===== src/rtl/frame_release_mc_pkg.sv =====
// Shared QPI constants, header type and frame-release FSM state for frame_release_mc.
package frame_release_mc_pkg;

    localparam int LOG_FRAME_BASE_POINTER = 20;
    localparam int LOG_FRAME_NUMBER       = 4;
    localparam int LOG_FRAME_CHUNKS       = 2;
    localparam int CACHE_WIDTH            = 512;
    localparam int ADDR_WIDTH             = 32;
    localparam int MDATA_WIDTH            = 16;

    typedef enum logic [3:0] {
        TX_REQ_NONE   = 4'h0,
        TX_REQ_WRLINE = 4'h2
    } tx_req_t;

    typedef struct packed {
        tx_req_t                request_type;
        logic [ADDR_WIDTH-1:0]  address;
        logic [MDATA_WIDTH-1:0] mdata;
    } tx_header_t;

    typedef enum logic {
        IDLE  = 1'b0,
        ISSUE = 1'b1
    } frame_release_state_t;

    function automatic int sel_width(input int n);
        return (n > 1) ? $clog2(n) : 1;
    endfunction

endpackage


===== src/rtl/frame_release_mc_rr_arbiter.sv =====
// Round-robin arbiter: first requester at or after ptr wins, as one-hot and index.
module frame_release_mc_rr_arbiter #(
    parameter int N     = 2,
    parameter int IDX_W = 1
) (
    input  logic [N-1:0]     req,
    input  logic [IDX_W-1:0] ptr,
    output logic [N-1:0]     grant_onehot,
    output logic [IDX_W-1:0] grant_idx
);

    int   idx;
    logic found;

    always_comb begin
        grant_onehot = '0;
        grant_idx    = '0;
        found        = 1'b0;
        idx          = 0;
        for (int off = 0; off < N; off++) begin
            idx = int'(ptr) + off;
            if (idx >= N) begin
                idx = idx - N;
            end
            if (!found && req[idx]) begin
                found             = 1'b1;
                grant_onehot[idx] = 1'b1;
                grant_idx         = IDX_W'(idx);
            end
        end
    end

endmodule


===== src/rtl/frame_release_mc.sv =====
// Multi-channel frame releaser: zeroes the first lines of each released frame via WrLine.
// FRAME_RELEASE_STATS_EN adds a per-channel cleared_count output.
module frame_release_mc
    import frame_release_mc_pkg::*;
#(
    parameter int NUM_CHANNELS     = 2,
    parameter int LOG_FRAMES       = LOG_FRAME_NUMBER,
    parameter int CHUNKS_PER_CLEAR = 1,
    parameter int PENDING_WIDTH    = LOG_FRAMES + 1
) (
    input  logic                                     clk,
    input  logic                                     reset,
    input  logic [NUM_CHANNELS*LOG_FRAME_BASE_POINTER-1:0] frame_base_pointer,
    input  logic [NUM_CHANNELS-1:0]                  release_frame,
    output logic                                     write_request,
    output tx_header_t                               write_header,
    output logic [CACHE_WIDTH-1:0]                   write_data,
    input  logic                                     write_grant,
    output logic [NUM_CHANNELS-1:0]                  overflow,
    output logic                                     idle
`ifdef FRAME_RELEASE_STATS_EN
    ,
    output logic [NUM_CHANNELS*32-1:0]               cleared_count
`endif
);

    localparam int SEL_W  = sel_width(NUM_CHANNELS);
    localparam int ADDR_W = LOG_FRAME_BASE_POINTER + LOG_FRAMES + LOG_FRAME_CHUNKS;
    localparam logic [PENDING_WIDTH-1:0]    PENDING_MAX = '1;
    localparam logic [LOG_FRAME_CHUNKS-1:0] LAST_CHUNK  = LOG_FRAME_CHUNKS'(CHUNKS_PER_CLEAR - 1);

    frame_release_state_t          state_q, state_d;
    logic [SEL_W-1:0]              sel_q, sel_d;
    logic [SEL_W-1:0]              rr_ptr_q, rr_ptr_d;
    logic [LOG_FRAME_CHUNKS-1:0]   chunk_q, chunk_d;
    logic [PENDING_WIDTH-1:0]      pending_q [NUM_CHANNELS];
    logic [PENDING_WIDTH-1:0]      pending_d [NUM_CHANNELS];
    logic [LOG_FRAMES-1:0]         frame_idx_q [NUM_CHANNELS];
    logic [LOG_FRAMES-1:0]         frame_idx_d [NUM_CHANNELS];
    logic [NUM_CHANNELS-1:0]       overflow_q, overflow_d;

    logic [NUM_CHANNELS-1:0]       busy;
    logic [NUM_CHANNELS-1:0]       arb_onehot;
    logic [SEL_W-1:0]              arb_idx;
    logic                          last_grant;
    logic [NUM_CHANNELS-1:0]       done;
    logic [LOG_FRAME_BASE_POINTER-1:0] cur_base;
    logic [LOG_FRAMES-1:0]         cur_frame;
    logic [ADDR_W-1:0]             addr_bits;

    genvar gi;
    generate
        for (gi = 0; gi < NUM_CHANNELS; gi++) begin : g_busy
            assign busy[gi] = (pending_q[gi] != '0);
            assign done[gi] = last_grant && (sel_q == SEL_W'(gi));
        end
    endgenerate

    frame_release_mc_rr_arbiter #(
        .N     (NUM_CHANNELS),
        .IDX_W (SEL_W)
    ) u_arb (
        .req          (busy),
        .ptr          (rr_ptr_q),
        .grant_onehot (arb_onehot),
        .grant_idx    (arb_idx)
    );

    assign last_grant = (state_q == ISSUE) && write_grant && (chunk_q == LAST_CHUNK);

    always_comb begin
        state_d     = state_q;
        sel_d       = sel_q;
        rr_ptr_d    = rr_ptr_q;
        chunk_d     = chunk_q;
        pending_d   = pending_q;
        frame_idx_d = frame_idx_q;
        overflow_d  = overflow_q;

        case (state_q)
            IDLE: begin
                if (|arb_onehot) begin
                    sel_d   = arb_idx;
                    chunk_d = '0;
                    state_d = ISSUE;
                end
            end
            ISSUE: begin
                if (last_grant) begin
                    state_d  = IDLE;
                    rr_ptr_d = (int'(sel_q) == NUM_CHANNELS - 1) ? '0 : sel_q + 1'b1;
                end else if (write_grant) begin
                    chunk_d = chunk_q + 1'b1;
                end
            end
            default: state_d = IDLE;
        endcase

        // A release and a completion in the same cycle cancel out.
        for (int c = 0; c < NUM_CHANNELS; c++) begin
            if (done[c]) begin
                frame_idx_d[c] = frame_idx_q[c] + 1'b1;
            end
            if (release_frame[c] && !done[c]) begin
                if (pending_q[c] == PENDING_MAX) begin
                    overflow_d[c] = 1'b1;
                end else begin
                    pending_d[c] = pending_q[c] + 1'b1;
                end
            end else if (!release_frame[c] && done[c]) begin
                pending_d[c] = pending_q[c] - 1'b1;
            end
        end
    end

    always_ff @(posedge clk or posedge reset) begin
        if (reset) begin
            state_q    <= IDLE;
            sel_q      <= '0;
            rr_ptr_q   <= '0;
            chunk_q    <= '0;
            overflow_q <= '0;
            for (int c = 0; c < NUM_CHANNELS; c++) begin
                pending_q[c]   <= '0;
                frame_idx_q[c] <= '0;
            end
        end else begin
            state_q     <= state_d;
            sel_q       <= sel_d;
            rr_ptr_q    <= rr_ptr_d;
            chunk_q     <= chunk_d;
            overflow_q  <= overflow_d;
            pending_q   <= pending_d;
            frame_idx_q <= frame_idx_d;
        end
    end

    always_comb begin
        cur_base  = '0;
        cur_frame = '0;
        for (int c = 0; c < NUM_CHANNELS; c++) begin
            if (sel_q == SEL_W'(c)) begin
                cur_base  = frame_base_pointer[c*LOG_FRAME_BASE_POINTER +: LOG_FRAME_BASE_POINTER];
                cur_frame = frame_idx_q[c];
            end
        end
        addr_bits = {cur_base, cur_frame, chunk_q};
    end

    // Header is only meaningful while requesting; keep it zero otherwise.
    always_comb begin
        write_header = '0;
        if (state_q == ISSUE) begin
            write_header.request_type = TX_REQ_WRLINE;
            write_header.address      = ADDR_WIDTH'(addr_bits);
            write_header.mdata        = MDATA_WIDTH'(sel_q);
        end
    end

    assign write_request = (state_q == ISSUE);
    assign write_data    = '0;
    assign overflow      = overflow_q;
    assign idle          = (busy == '0) && (state_q == IDLE);

`ifdef FRAME_RELEASE_STATS_EN
    logic [31:0] cleared_q [NUM_CHANNELS];
    logic [31:0] cleared_d [NUM_CHANNELS];

    always_comb begin
        cleared_d = cleared_q;
        for (int c = 0; c < NUM_CHANNELS; c++) begin
            if (done[c]) begin
                cleared_d[c] = cleared_q[c] + 32'd1;
            end
        end
    end

    always_ff @(posedge clk or posedge reset) begin
        if (reset) begin
            for (int c = 0; c < NUM_CHANNELS; c++) begin
                cleared_q[c] <= '0;
            end
        end else begin
            cleared_q <= cleared_d;
        end
    end

    generate
        for (gi = 0; gi < NUM_CHANNELS; gi++) begin : g_stats
            assign cleared_count[gi*32 +: 32] = cleared_q[gi];
        end
    endgenerate
`endif

endmodule


===== config.mk =====
export PLATFORM = sky130hd
export DESIGN_NAME = frame_release_mc
export DESIGN_NICKNAME = d
export VERILOG_FILES = /design/src/rtl/frame_release_mc_pkg.sv /design/src/rtl/frame_release_mc_rr_arbiter.sv /design/src/rtl/frame_release_mc.sv
export SDC_FILE = /design/constraint.sdc
export NUM_CORES = 1
export LEC_CHECK = 0
export CAP_MARGIN = 20
export CELL_PAD_IN_SITES_DETAIL_PLACEMENT = 1
export CELL_PAD_IN_SITES_GLOBAL_PLACEMENT = 2
export CORE_AREA = 2 2 242 244
export DETAILED_ROUTE_END_ITERATION = 8
export DIE_AREA = 0 0 244 246
export GPL_TIMING_DRIVEN = 0
export PLACE_DENSITY_LB_ADDON = 0.1
export SLEW_MARGIN = 20
export SYNTH_ARGS = -nofsm -noshare
export SYNTH_HDL_FRONTEND = slang
export SYNTH_HIERARCHICAL = 1
export SYNTH_SLANG_ARGS = --single-unit

===== constraint.sdc =====
create_clock -name clk -period 4.15 [get_ports clk]
set_clock_uncertainty 0.05 [all_clocks]
set_input_delay 1.0375 -clock clk [delete_from_list [all_inputs] [get_ports clk]]
set_output_delay 1.0375 -clock clk [all_outputs]
set_load 0.005 [all_outputs]

==> results of run 1 <==
==> sequential cells by signal, summed over array words and instances, names as in the netlist <==
register       flops
pending_q         10
frame_idx_q        8
overflow           2
write_request      1
chunk_q            2
sel_q              1
rr_ptr_q           1
==> metal layers <==
metal  GRT usage (%)  share of wire, %
met5               0             0.060
met4           0.807              0.47
met3            2.46               9.3
met2            14.5                61
met1            5.48                29
==> synth_stat cells (2+ instances only) <==
cell type	count	share of area [%]
dfrtp_1	25	10
nor2b_1	26	2.7
buf_4	538	68
a41o_1	2	0.34
a21boi_1	2	0.25
buf_2	2	0.17
nand4_1	3	0.31
xnor2_1	13	1.9
mux2_4	5	1.3
nor3_1	3	0.25
a21o_1	3	0.38
a21oi_1	3	0.25
clkbuf_1	3	0.19
nor2_4	2	0.38
ha_1	9	1.9
nand4b_1	2	0.29
o21ai_0	3	0.25
nand2_1	15	0.94
inv_1	10	0.63
and2_1	4	0.42
and3_2	2	0.25
fa_1	2	0.67
nor2_1	6	0.38
mux2i_1	25	4.2
==> power by group through the flow <==
stage          clock [mW]  sequential [mW]  combinational, mW
3_3_place_gp            0            0.528               1.87
5_1_grt             0.240            0.545               2.11
2_1_floorplan           0            0.475               1.31
4_1_cts             0.235            0.525               1.88
3_5_place_dp            0            0.528               1.87
6_report            0.223            0.517               1.90
==> final cells by class <==
| type | count | area (sq um) | area share, % |
|---|---|---|---|
| Sequential cell | 25 | 626 | 6.40 |
| Inverter | 10 | 37.5 | 0.384 |
| Timing Repair Buffer | 76 | 761 | 7.78 |
| Multi-Input combinational cell | 684 | 3250 | 33.2 |
| Tap cell | 765 | 957 | 9.79 |
| Clock buffer | 4 | 78.8 | 0.806 |
| Buffer | 544 | 4070 | 41.6 |
==> layout by cell type, fill, tap and decap left out, types with 4 or more instances in the layout <==
master,count
and2_1,4
buf_4,538
clkbuf_1,4
clkdlybuf4s50_1,76
conb_1,536
dfrtp_1,25
ha_1,9
inv_1,9
mux2_4,5
mux2i_1,25
nand2_1,15
nor2_1,6
nor2b_1,26
xnor2_1,13
==> through the flow <==
step	utilization, %	worst slack (ps)	instance area [sq um]	power (mW)
3_5_place_dp	16.9	502	9700	2.40
5_1_grt	17.0	616	9780	2.90
2_1_floorplan	-	1580	7980	1.79
6_report	17.0	794	9780	2.64
4_1_cts	17.0	750	9780	2.64
3_3_place_gp	16.9	520	9700	2.40
==> logic make-up after synthesis <==
kind of cell | count (synthesis) | share of synthesized area [%]
buffers and inverters | 554 | 68.8
and+or+nand+nor | 72 | 7.41
muxes | 31 | 5.63
DFF | 25 | 10.5
AOI/OAI and AO/OA | 20 | 3.04
xor gates and xnor gates | 14 | 2.05
adders and majority gates | 11 | 2.56
other | 1 | 0.0628
==> worst max path at each step <==
stage	start	to	slack, ps	cells past startpoint
CTS	frame_base_pointer[3]	write_header[25]	750	4
global placement	write_grant	pending_q[4]	520	9
detailed placement	write_grant	pending_q[4]	500	9
global route	write_grant	pending_q[4]	620	9
floorplan	write_grant	pending_q[4]	1580	8
finish	frame_base_pointer[3]	write_header[25]	790	4
==> out/metrics.csv, run 1 <==
metric,value,unit
GPL Wtd Cong,0.691,
clock network power share,8.4,%
DP HPWL,20700,microns
syn_area_per_cell,8.21,sq um
vias in the first global route,4276,
Critical Path Start Type,primary input,
DR vias,4708,
Critical-path top delay cell,clkdlybuf4s50_1,
power per standard cell area,270,mW/mm^2
DRT antenna net count,0,
ys async rst share,100,%
worst hold-check path type,reg -> reg,
Rows,88,
Syn Inst Count,728,
Final Max Tran Viols,0,
CTS buffer count,3,
Clock Path Buffers,2,
core area,0.0574,sq mm
DRC,0,
grt total ovfl,0,
critical path required time,3060,ps
reg-to-reg endpoint,pending_q[4],
status,completed,
GRT Util Overall,6.57,%
CTS root buf,clkbuf_16,
drt pass-1 iters,5,
die span in x,244,microns
flop2flop setup slack,1500,ps
clock transition at the registers of the reported paths,60,ps
Hold Fails Final Rpt,0,
final std cells w/o fill,2108,
WHS Path Cells,1,
path depth of the worst reg2reg path,10,
critical path's top delay family,buffers and inverters,
Synth Warn #,6,
# setup viols final,0,
IO buf count,76,
setup TNS,0,ps
combinational share of power,72.0,%
Main synth FF type,dfrtp_1,
WL/cell,10.3,microns
Antenna diodes,0,
Hold EP,overflow[0],
initial antenna violation count,1,
post-DR vias/cell,2.23,
worst vdd ir,145,uV
worst rel slew slack,60.9,%
Total Die Area,0.0600,sq mm
Die Ht,246,microns
initial drt markers,31,
placed cell count,2104,
library cells used by synthesis,44,
CTS tree,built,
Slew @ Worst Pin,585,ps
sequential power share,19.6,%
mapped cell area,0.00597,sq mm
Post-synth EDFFs,0,
crit path cell chain,clkdlybuf4s50_1 > mux2i_1 > nor2b_1 > clkdlybuf4s50_1,
Max Fclk,0.298,GHz
Synth Register Bits,25,
Internal Power,1.58,mW
Max-cap violations,0,
leakage power,5.93,nW
CTS Hold Bufs,0,
Worst R2R Start,chunk_q[0],
fin nets,1400,
post-CTS resize count,0,
filler instances,7137,
crit-path most repeated cell,clkdlybuf4s50_1,
unrepaired setup endpoints after global routing,no,
crit path time final,3360,ps
Setup Crit Path Kind,in -> out,
Switch Pwr,1.07,mW
Clock Latency Late Sink,260,ps
Worst Hold Launch,overflow[0],
Initial Utilization,10.4,%
post-synthesis sequential area ratio,10.5,%
crit-path max FO,1,
Post-Route WL,21700,microns
total setup buffers inserted after CTS,0,
I/O Pins,613,
CP max stage delay,520,ps
WHS,422,ps
sw frac,40.3,%
Num Clock Sinks,25,
first-pass GRT wire length,29200,microns
Worst EP arrival,2270,ps
area grow syn2layout,63.7,%
H-Tree Depth,1,
layout cells sized above 1,42.1,%
pin count of the biggest net entering global routing,26,
Critical Path Sink Type,primary output,
critical path buffer and inverter count,2,
period utilization,80.9,%
(Power assumes the default switching activity.)
==> run 2: changes to the inputs <==
CORE_AREA = 2 2 238 240   (was 2 2 242 244)
DIE_AREA = 0 0 240 242   (was 0 0 244 246)
clock period = 2.7 ns   (was 4.15 ns; I/O delays follow)
==> out/metrics.csv, run 2 (synthesized netlist as in run 1, its figures left out) <==
metric,value,unit,change
power per standard cell area,420,mW/mm^2,+55%
Hold Fails Final Rpt,0,,unchanged
CTS root buf,clkbuf_16,,
worst hold-check path type,reg -> reg,,
IO buf count,76,,unchanged
CTS tree,built,,
CP max stage delay,550,ps,+30 ps
I/O Pins,613,,unchanged
Post-Route WL,21100,microns,-2.6%
clock transition at the registers of the reported paths,70,ps,about the same
Rows,87,,-1.1%
Max Fclk,0.378,GHz,
period utilization,97.9,%,
fin nets,1400,,unchanged
GPL Wtd Cong,0.669,,-3.1%
WL/cell,10.1,microns,-2.2%
area grow syn2layout,64.5,%,
Setup Crit Path Kind,in -> out,,
Final Max Tran Viols,0,,unchanged
first-pass GRT wire length,28500,microns,-2.7%
GRT Util Overall,6.62,%,+0.050 points
Worst R2R Start,chunk_q[0],,
Critical Path Start Type,primary input,,
# setup viols final,0,,unchanged
Antenna diodes,0,,unchanged
DP HPWL,20000,microns,-3.6%
Clock Path Buffers,2,,unchanged
crit path cell chain,clkdlybuf4s50_1 > mux2i_1 > nor2b_1 > clkdlybuf4s50_1,,
WHS Path Cells,1,,unchanged
initial drt markers,36,,+16%
crit path time final,2640,ps,
drt pass-1 iters,4,,-1
initial antenna violation count,0,,-1
critical path's top delay family,buffers and inverters,,
total setup buffers inserted after CTS,0,,unchanged
DR vias,4681,,-0.57%
reg-to-reg endpoint,pending_q[9],,
Critical Path Sink Type,primary output,,
setup TNS,0,ps,unchanged
Clock Latency Late Sink,270,ps,about the same
Setup crit end,write_header[35],,
most frequent cells in the layout,"538 x buf_4, 536 x conb_1, 72 x clkdlybuf4s50_1",,
die span in x,240,microns,-1.6%
Max-cap violations,0,,unchanged
core area,0.0557,sq mm,-2.8%
crit-path most repeated cell,clkdlybuf4s50_1,,
grt total ovfl,0,,unchanged
Num Clock Sinks,25,,unchanged
leakage power,5.99,nW,+1.0%
DRC,0,,unchanged
most flop-heavy register,pending_q,,
path depth of the worst reg2reg path,9,,-1
layout cells sized above 1,42.9,%,+0.82 points
Slew @ Worst Pin,630,ps,+45.1 ps
Initial Utilization,10.7,%,+0.30 points
critical path required time,1980,ps,-1080 ps
CTS Hold Bufs,0,,unchanged
Worst EP arrival,1920,ps,-350 ps
Setup crit start,frame_base_pointer[13],,
flop2flop setup slack,220,ps,-1280 ps
biggest regs,"pending_q (10), frame_idx_q (8)",,
crit-path max FO,1,,unchanged
status,completed,,
Largest register FFs,10,,unchanged
Die Ht,242,microns,-1.6%
post-DR vias/cell,2.23,,-0.15%
worst rel slew slack,57.9,%,-3.0 points
CP Depth,4,,unchanged
critical path buffer and inverter count,2,,unchanged
worst vdd ir,232,uV,+60%
vias in the first global route,4168,,-2.5%
Critical-path top delay cell,clkdlybuf4s50_1,,
WHS,420,ps,-1.94 ps
pin count of the biggest net entering global routing,26,,unchanged
"commonest non-fill, non-tap cell in the layout",buf_4,,
Total Die Area,0.0581,sq mm,-3.2%
DRT antenna net count,0,,unchanged
unrepaired setup endpoints after global routing,yes,,
CTS buffer count,3,,unchanged
H-Tree Depth,1,,unchanged
[run 2: per-layer routing]
metal,vias up,routed length [microns],GRT usage [%]
met3,7,2240,2.52
met4,0,155,0.950
met5,-,0,0
li1,2425,-,-
met2,254,12600,14.6
met1,1995,6090,5.35
[run 2: worst min path at each step]
| stage | slack, ps | end | start |
|---|---|---|---|
| 2_1_floorplan | 390 | frame_idx_q[7] | frame_idx_q[7] |
| 3_3_place_gp | 410 | frame_idx_q[7] | frame_idx_q[7] |
| 3_5_place_dp | 420 | frame_idx_q[7] | frame_idx_q[7] |
| 4_1_cts | 430 | frame_idx_q[7] | frame_idx_q[7] |
| 5_1_grt | 470 | frame_idx_q[3] | frame_idx_q[3] |
| 6_report | 420 | frame_idx_q[7] | frame_idx_q[7] |
[run 2: layout make-up]
type / count / area [sq um]
clock inverter: 1 / 5.00
multi-input combinational: 684 / 3280
clock buffer: 3 / 75.1
inverter: 10 / 37.5
timing repair buffer: 76 / 763
sequential: 25 / 627
buffer: 544 / 4100
tap: 756 / 946
fill: 6942 / 45900
[run 2: power breakdown]
group,internal (mW),switching [mW]
Combinational,1.70,1.28
Clock,0.201,0.154
Sequential,0.566,0.224
[run 2: per-stage QoR]
stage,std cells,util [%],instance area (sq um),total power [mW],setup slack [ps]
final,2099,17.6,9830,4.12,55.8
after global routing,2099,17.6,9830,4.52,-3.50
after CTS,2099,17.6,9820,4.11,8.38
after detailed placement,2095,17.4,9690,3.68,-512
after global placement,2095,17.4,9690,3.67,-518
after floorplan,1263,-,7980,2.75,443
[run 2: repair_timing]
item	in CTS	in global routing
resized for setup	18	7
gates cloned	0	0
setup endpoints to repair	29	6
[run 2: worst reg2reg max path, stage by stage (launching register included)]
cell and delay [ps]:
dfrtp_1 400, inv_1 100, ha_2 280, nand4b_2 250, nand2_1 250, ha_1 300
a21o_1 170, a21oi_1 230, mux2i_1 250, xnor2_1 130
==> run 3: changes to the inputs <==
CAP_MARGIN = unset   (was 20)
CORE_AREA = 2 2 236 238   (was 2 2 238 240)
DIE_AREA = 0 0 238 240   (was 0 0 240 242)
SYNTH_HIERARCHICAL = unset   (was 1)
==> out/metrics.csv, run 3 <==
metric,value,unit,change
synth top area cells,"buf_4 70%, dfrtp_1 11%, mux2i_1 4.2%",,
DP HPWL,19900,microns,-0.18%
Main synth FF type,dfrtp_1,,
Clock Path Buffers,2,,unchanged
Post-Route WL,21100,microns,-0.37%
Die Ht,240,microns,-0.83%
DRT antenna net count,0,,unchanged
# setup viols final,0,,unchanged
die span in x,238,microns,-0.83%
initial antenna violation count,1,,+1
clock transition at the registers of the reported paths,70,ps,about the same
worst rel slew slack,58.4,%,+0.53 points
WHS,427,ps,+6.95 ps
vias in the first global route,4057,,-2.7%
Layout Cell Area excl Fill,0.00962,sq mm,-2.1%
most frequent cells in the layout,"538 x buf_4, 536 x conb_1, 72 x clkdlybuf4s50_1",,
mux share of post-synthesis cell area,5.45,%,-0.19 points
Critical Path Sink Type,primary output,,
Num Clock Sinks,25,,unchanged
Synth top area share,69.6,%,+2.0 points
area grow syn2layout,66.3,%,
crit-path max FO,1,,unchanged
Slew @ Worst Pin,622,ps,-7.93 ps
most common cell in the netlist,buf_4,,
fin util,17.6,%,-0.032 points
critical path required time,1980,ps,about the same
CTS buffer count,3,,unchanged
register area,627,sq um,unchanged
worst hold-check path type,reg -> reg,,
filler instances,6806,,-2.0%
Max-cap violations,0,,unchanged
GPL Wtd Cong,0.660,,-1.3%
crit path time final,2610,ps,-35.5 ps
Syn Inst Count,717,,-1.5%
Setup Crit Path Kind,in -> out,,
Synth Register Bits,25,,unchanged
Rows,86,,-1.1%
drt pass-1 iters,4,,unchanged
CTS tree,built,,
DRC,0,,unchanged
core area,0.0547,sq mm,-1.9%
Synth Warn #,0,,-6
GRT Util Overall,6.49,%,-0.13 points
library cells used by synthesis,40,,-9.1%
ys async rst share,100,%,unchanged
grt total ovfl,0,,unchanged
post-synthesis sequential area ratio,10.8,%,+0.34 points
syn_area_per_cell,8.07,sq um,-1.6%
flop2flop setup slack,200,ps,-20 ps
WL/cell,10.3,microns,+2.7%
IO buf count,76,,unchanged
Total Die Area,0.0571,sq mm,-1.7%
Initial Utilization,10.6,%,-0.13 points
I/O Pins,613,,unchanged
Worst EP arrival,1880,ps,-40 ps
Antenna diodes,0,,unchanged
Area after DPL,0.00944,sq mm,-2.6%
Synth Area in Adders,2.64,%,+0.082 points
"area leader, netlist",buf_4,,
Synth top cells by count,"537 x buf_4, 31 x nor2_1, 25 x dfrtp_1",,
"Worst Setup Slack, final",91.3,ps,+35.5 ps
CTS root buf,clkbuf_16,,
Setup crit end,write_header[35],,
first-pass GRT wire length,27400,microns,-3.9%
Post-Synth XOR/XNOR Area,1.97,%,-0.085 points
"worst slack, placed",-694,ps,-182 ps
status,completed,,
Multi-input gate area,0.00314,sq mm,-4.3%
Setup crit start,frame_base_pointer[13],,
period utilization,96.6,%,-1.3 points
Hold Fails Final Rpt,0,,unchanged
Clock Latency Late Sink,270,ps,about the same
Post-synth EDFFs,0,,unchanged
most flop-heavy register,pending_q,,
biggest regs,"pending_q (10), frame_idx_q (8)",,
Worst R2R Start,chunk_q[0],,
power per standard cell area,406,mW/mm^2,-3.2%
fin nets,1389,,-0.79%
layout cells sized above 1,42.7,%,-0.17 points
path depth of the worst reg2reg path,10,,+1
DR vias,4707,,+0.56%
pin count of the biggest net entering global routing,26,,unchanged
worst vdd ir,222,uV,-4.1%
post-synthesis simple-gate area fraction,4.65,%,-2.8 points
leakage power,5.93,nW,-1.0%
compound-gate portion of the synthesized area,3.74,%,+0.70 points
mapped cell area,0.00579,sq mm,-3.1%
H-Tree Depth,1,,unchanged
Worst Hold Launch,frame_idx_q[3],,
Largest register FFs,10,,unchanged
post-DR vias/cell,2.31,,+3.7%
unrepaired setup endpoints after global routing,no,,
initial drt markers,40,,+11%
"commonest non-fill, non-tap cell in the layout",buf_4,,
reg-to-reg endpoint,pending_q[9],,
Final Max Tran Viols,0,,unchanged
Max Fclk,0.383,GHz,+1.4%
Critical Path Start Type,primary input,,
largest family of logic cells by synthesized area,buffers and inverters,,
## run 3: cell count changes in the layout (fill, tap and decap cells not counted), sizes merged, moves of 3 or more
cell and delta:
nor2 +22, a21o +4, nand2 -3, inv -4
a31oi +5, nor2b -26, a21boi -3
## run 3: how the worst min path moves through the flow
stage	to	slack (ps)	depth (start not counted)
after floorplan	frame_idx_q[7]	390	1
after global placement	frame_idx_q[7]	410	1
after detailed placement	frame_idx_q[7]	420	1
after CTS	frame_idx_q[7]	430	1
after global routing	frame_idx_q[3]	460	1
final	frame_idx_q[3]	430	1
## run 3: final cells by class
type | instances | share of cell area, %
inverters | 6 | 0.260
well taps | 704 | 9.15
clock inverters | 1 | 0.0520
multi-input cells | 677 | 32.6
flip-flops and latches | 25 | 6.51
repair buffers | 77 | 8.04
plain buffers | 543 | 42.6
clock buffers | 3 | 0.780
## run 3: critical path, cell delays in order
cell	delay (ps)
clkdlybuf4s50_1	490
mux2i_1	80
nor2_1	110
clkdlybuf4s50_1	530
## run 3: timing repair
item                                    in CTS  in global routing
pin swaps                                    0                  1
hold buffers                                 0                  0
setup buffers                                0                  1
endpoints found under the setup margin      31                 12
resized for setup                           19                 12
## run 3: stage by stage
stage / std cells / TNS [ps] / power [mW]
final: 2036 / 0 / 3.91
after global routing: 2036 / 0 / 4.28
after CTS: 2035 / 0 / 3.82
after detailed placement: 2032 / -10500 / 3.41
after global placement: 2032 / -10290 / 3.42
after floorplan: 1252 / 0 / 2.52
## run 3: kinds of logic (layout without fill, tap and decap cells)
logic type,after synthesis,after routing
other,1,536
AO/OA/AOI/OAI,28,28
AND/OR/NAND/NOR,59,59
flip-flops,25,25
multiplexers,30,30
XOR/XNOR,13,13
buffers and inverters,550,630
adder cells (fa/ha/maj),11,11
## run 3: per-layer routing
layer / vias to the layer above / GRT usage [%] / part of all wire [%]
li1: 2402 / - / -
met1: 2033 / 5.58 / 29
met2: 261 / 14.2 / 61
met3: 11 / 2.03 / 8.8
met4: 0 / 1.31 / 1.2
met5: - / 0 / 0
## run 3: report_power, final
| group | switching [mW] | leakage [nW] | internal (mW) |
|---|---|---|---|
| registers | 0.219 | 0.296 | 0.562 |
| logic | 1.23 | 5.60 | 1.56 |
| clock network | 0.145 | 0.0409 | 0.200 |
| total | 1.59 | 5.93 | 2.32 |
